$ cat src/rtl/program_loader.sv
// Boot loader: takes a LEN/payload/CSUM byte stream, writes the payload
// to RAM at LOAD_BASE, then hands RAM to the CPU and releases its reset.
//
// Ports:
//   clk, rst_n          clock, async active-low reset
//   in_valid/in_data    stream byte in; in_ready high when accepting
//   cpu_ram_*           CPU-side RAM write port (used only in RUN)
//   ram_*               RAM write port (loader or CPU)
//   cpu_rst_n           CPU reset, released only in RUN
//   load_done/load_err  status: running / last checksum failed
module program_loader #(
  parameter logic [7:0] LOAD_BASE = 8'h00
) (
  input  logic       clk,
  input  logic       rst_n,
  input  logic       in_valid,
  input  logic [7:0] in_data,
  output logic       in_ready,
  input  logic [7:0] cpu_ram_data,
  input  logic [7:0] cpu_ram_addr,
  input  logic       cpu_ram_we,
  output logic [7:0] ram_data,
  output logic [7:0] ram_addr,
  output logic       ram_we,
  output logic       cpu_rst_n,
  output logic       load_done,
  output logic       load_err
);

  typedef enum logic [2:0] {
    S_IDLE,
    S_LOAD,
    S_CHECK,
    S_RUN,
    S_ERROR
  } state_t;

  state_t     state_q, state_d;
  logic [8:0] n_q, n_d;
  logic [8:0] cnt_q, cnt_d;
  logic [7:0] sum_q, sum_d;
  logic       we_q, we_d;
  logic [7:0] addr_q, addr_d;
  logic [7:0] data_q, data_d;
  logic       cpu_rst_n_q, cpu_rst_n_d;
  logic       done_q, done_d;
  logic       err_q, err_d;
  logic       accept;
  logic       run;

  assign run      = (state_q == S_RUN);
  assign in_ready = rst_n && !run;
  assign accept   = in_valid && in_ready;

  // RAM belongs to the CPU once the program is running.
  assign ram_we    = run ? cpu_ram_we   : we_q;
  assign ram_addr  = run ? cpu_ram_addr : addr_q;
  assign ram_data  = run ? cpu_ram_data : data_q;
  assign cpu_rst_n = cpu_rst_n_q;
  assign load_done = done_q;
  assign load_err  = err_q;

  always_comb begin
    state_d     = state_q;
    n_d         = n_q;
    cnt_d       = cnt_q;
    sum_d       = sum_q;
    we_d        = 1'b0;
    addr_d      = addr_q;
    data_d      = data_q;
    cpu_rst_n_d = cpu_rst_n_q;
    done_d      = done_q;
    err_d       = err_q;
    unique case (state_q)
      S_IDLE, S_ERROR: begin
        if (accept) begin
          // LEN of zero encodes a full 256-byte payload.
          n_d     = (in_data == 8'h00) ? 9'd256 : {1'b0, in_data};
          cnt_d   = 9'd0;
          sum_d   = 8'h00;
          err_d   = 1'b0;
          state_d = S_LOAD;
        end
      end
      S_LOAD: begin
        if (accept) begin
          we_d   = 1'b1;
          addr_d = LOAD_BASE + cnt_q[7:0];
          data_d = in_data;
          sum_d  = sum_q + in_data;
          cnt_d  = cnt_q + 9'd1;
          if (cnt_d == n_q) begin
            state_d = S_CHECK;
          end
        end
      end
      S_CHECK: begin
        if (accept) begin
          if (in_data == sum_q) begin
            state_d     = S_RUN;
            cpu_rst_n_d = 1'b1;
            done_d      = 1'b1;
          end else begin
            state_d = S_ERROR;
            err_d   = 1'b1;
          end
        end
      end
      S_RUN: begin
      end
      default: begin
        state_d = S_IDLE;
      end
    endcase
  end

  always_ff @(posedge clk or negedge rst_n) begin
    if (!rst_n) begin
      state_q     <= S_IDLE;
      n_q         <= 9'd0;
      cnt_q       <= 9'd0;
      sum_q       <= 8'h00;
      we_q        <= 1'b0;
      addr_q      <= 8'h00;
      data_q      <= 8'h00;
      cpu_rst_n_q <= 1'b0;
      done_q      <= 1'b0;
      err_q       <= 1'b0;
    end else begin
      state_q     <= state_d;
      n_q         <= n_d;
      cnt_q       <= cnt_d;
      sum_q       <= sum_d;
      we_q        <= we_d;
      addr_q      <= addr_d;
      data_q      <= data_d;
      cpu_rst_n_q <= cpu_rst_n_d;
      done_q      <= done_d;
      err_q       <= err_d;
    end
  end

endmodule
$ cat config.mk
export PLATFORM = sky130hd
export DESIGN_NAME = program_loader
export DESIGN_NICKNAME = d
export VERILOG_FILES = /design/src/rtl/program_loader.sv
export SDC_FILE = /design/constraint.sdc
export NUM_CORES = 1
export LEC_CHECK = 0
export BUFFER_PORTS_ARGS = -buffer_cell sky130_fd_sc_hd__buf_2
export CAP_MARGIN = 20
export CORE_MARGIN = 1.5
export CORE_UTILIZATION = 30
export DETAILED_ROUTE_END_ITERATION = 12
export GPL_TIMING_DRIVEN = 0
export HOLD_SLACK_MARGIN = 0.02
export SYNTH_ARGS = -nofsm -noshare
export SYNTH_HDL_FRONTEND = slang
export SYNTH_SLANG_ARGS = --single-unit
$ cat constraint.sdc
create_clock -name clk -period 2.2 [get_ports clk]
set_clock_uncertainty 0.2 [all_clocks]
set_input_delay 0.55 -clock clk [delete_from_list [all_inputs] [get_ports clk]]
set_output_delay 0.55 -clock clk [all_outputs]
set_load 0.02 [all_outputs]
==> results.md <==
- Synth Instances: between 300 and 400
- YS warnings: 0
- Die Span X: about 99 µm
- Initial Utilization: 0.313
- Count of flip-flops with a built-in enable after synthesis: 0
- Fin nets: 411
- Die Ht: 98.9 µm
- Fillers: ~900
- Synth Area per Inst: 9.17 µm²
- Finished Core Util: 0.420
- Fraction of layout instances using a drive strength above 1: 0.328
- Antenna diode count: 0
- DR pass1 iterations: 8
- Worst R2R Start: cnt_q[0]
- Clock Tree Buf Depth: 2
- CP Class: reg -> out
- Overall Global Routing Usage: 0.137
- Ranking of synthesized cells by area: dfrtp_1 44%, nand2_1 13%, mux2_2 6.9%
- Leak: around 1.8 nW
- Worst Path Required: 1450 ps
- Synth top area share: 0.435
- #FFs+latches synth: 48
- Startpoint type of the worst setup path: register
- HP Class: in -> async
- Port-buffer cells: 48
- DP HPWL: 4650 µm
- Main synth FF type: dfrtp_1
- Crit path max fanout: 5
- CTS H-Tree Depth: 2
- Layout area overhead: 33.9%
- Starting DRT DRC Count: 92
- Worst-path clk slew: 90 ps
- Placer's final routability congestion estimate: 0.870
- Setup WS post-layout: -243 ps
- Rows: 34
- Achievable Freq: about 0.41 GHz
- Crit path DAT: around 1700 ps
- Final period demand of the worst path: 2440 ps
- WHS: 64.0 ps
- GR Overflow Total: 0
- Core area: 8810 µm²
- CTS sink count: 48
- Relative slew slack: 0.404
- Max-capacitance violation count: 0
- Status: finished with violations
- Largest net degree at the start of global routing: 30
- Post-synthesis sequential area ratio: 0.435
- CP Capture Type: output port
- Final period util: 1.11
- Post-Syn Area: 2760 µm²
- Cell Pwr Density: 1230 nW/µm²
- First-pass GRT wire length: around 11000 µm
- Failing checks: design-rule violations, negative setup slack
- Unique cell type count in the Yosys netlist: 48
- Wirelength, routed: 6870 µm
- Fin. max-slew vios: 0
- Vias: 2330
- Worst Tran Pin Value: 891 ps
- Initial antenna violation count: 0
- # IOs: just under 50
- ANT nets after route: 0
- Cell taking the most area after synthesis: dfrtp_1
- Crit path from: state_q[2]
- DR vias/cell: 4.82
- Hold Violations, Final: 0
- DRC errors left: 3
- TritonCTS Buffers: 5
- Share of flip-flops with an asynchronous set or reset: 1.00
- Maximum vdd drop: 0.617 mV
- Avg WL per Cell: 14.2 µm
- Area of the die: ~9800 µm²
- Root Driver: clkbuf_8
- Syn Nets: 338
- Final Power: 4.54 mW
- Skew-Pair Late Insertion Delay: between 300 and 400 ps
- CTS tree: built
- Setup TNS: -3820 ps
- Setup-failing EPs final: 19
- Unrepaired setup endpoints after global routing: true
- Number of global-route vias before repair: ~2200
[where the power goes]
group / leakage (nW) / switching, mW / internal (mW)
sequential: 0.620 / 0.213 / 1.17
combinational: 1.16 / 1.20 / 1.30
clock: 0.0541 / 0.320 / 0.337
[logic make-up (layout without fill, tap and decap cells)]
| kind of cell | Yosys count | after routing | share of synthesized area |
|---|---|---|---|
| buf+inv | 19 | 93 | 0.0462 |
| compound gates | 44 | 44 | 0.102 |
| fa+ha+maj | 9 | 9 | 0.0435 |
| simple gates | 144 | 144 | 0.238 |
| flops | 48 | 48 | 0.435 |
| xor+xnor | 19 | 19 | 0.0630 |
| mux | 18 | 18 | 0.0730 |
[stage by stage]
stage | instance area (µm²) | instances | setup WS (ps)
3_5_place_dp | 3160 | 458 | -633
3_3_place_gp | 3140 | 457 | -1250
5_1_grt | 3700 | 483 | -293
2_1_floorplan | 2770 | 301 | 5.21
6_report | 3700 | 483 | -243
4_1_cts | 3400 | 476 | -230
[timing repair]
| item | CTS | global route |
|---|---|---|
| hold buffers | 2 | 0 |
| cloned | 0 | 2 |
| hold endpoints to repair | 19 | 0 |
| setup buffers | 8 | 5 |
| gates resized for setup | 12 | 67 |
| pin swaps | 1 | 7 |
| setup endpoints to repair | 54 | 29 |
[cell usage after synthesis, types with 2 or more instances]
library cell / instances
buf_4: 3
buf_6: 5
o21a_1: 2
nand2_1: 93
clkbuf_1: 4
nand3_1: 5
mux2_2: 17
dfrtp_1: 48
nand4_1: 3
nor3_1: 4
a22o_1: 3
or3_1: 5
nor2_1: 14
and2_1: 3
xnor2_1: 10
o21bai_1: 2
a21oi_1: 6
ha_1: 8
o31ai_1: 6
xor2_1: 8
a21o_1: 2
nand3_2: 2
nor4_1: 3
buf_2: 5
o21ai_0: 17
[cells in the final DEF (no fill, tap or decap), types with 8 or more instances in the layout]
| cell type | netlist | routed |
|---|---|---|
| xor2_1 | 8 | 8 |
| o21ai_0 | 17 | 15 |
| buf_4 | 3 | 14 |
| buf_6 | 5 | 28 |
| mux2_4 | 0 | 15 |
| xnor2_1 | 10 | 10 |
| dfrtp_1 | 48 | 47 |
| nor2_1 | 14 | 14 |
| nand2_1 | 93 | 92 |
| buf_2 | 5 | 32 |
[area by class of cell]
cell class / count / area [µm²] / area share
Timing Repair Buffer: 66 / 551 / 0.149
Multi-Input combinational cell: 234 / 1550 / 0.418
Tap cell: 108 / 135 / 0.0366
Inverter: 2 / 15.0 / 0.00406
Clock buffer: 5 / 68.8 / 0.0186
Sequential cell: 48 / 1200 / 0.325
Buffer: 17 / 135 / 0.0366
Clock inverter: 3 / 42.5 / 0.0115
[state kept, by name, indices dropped and copies added (netlist names)]
name / flops
we_q: 1
load_done: 1
data_q: 8
cnt_q: 9
addr_q: 8
sum_q: 8
load_err: 1
n_q: 9
state_q: 3
[layer usage]
| metal | vias up | GRT usage | share of wire |
|---|---|---|---|
| li1 | 1165 | - | - |
| met1 | 1118 | 0.195 | 0.50 |
| met2 | 45 | 0.217 | 0.46 |
| met3 | 2 | 0.0241 | 0.042 |
| met4 | 0 | 0.0341 | 0.00058 |
| met5 | - | 0 | 0 |
[critical path: stages (launching register included)]
cell,delay [ps]
dfrtp_1,400
and2b_2,250
nand2_4,100
clkbuf_16,190
mux2_4,300
buf_6,130
[worst paths after layout]
check                      cells past startpoint     endpoint  slack (ps)
max                                            5  ram_data[3]        -240
min                                            3    load_done          60
max reg2reg                                    8   state_q[0]           0
min reg2reg                                    2    addr_q[4]         280
max in group asynchronous                      2       n_q[6]         540
min in group clk                               2    addr_q[4]         280
(Power assumes the default switching activity.)
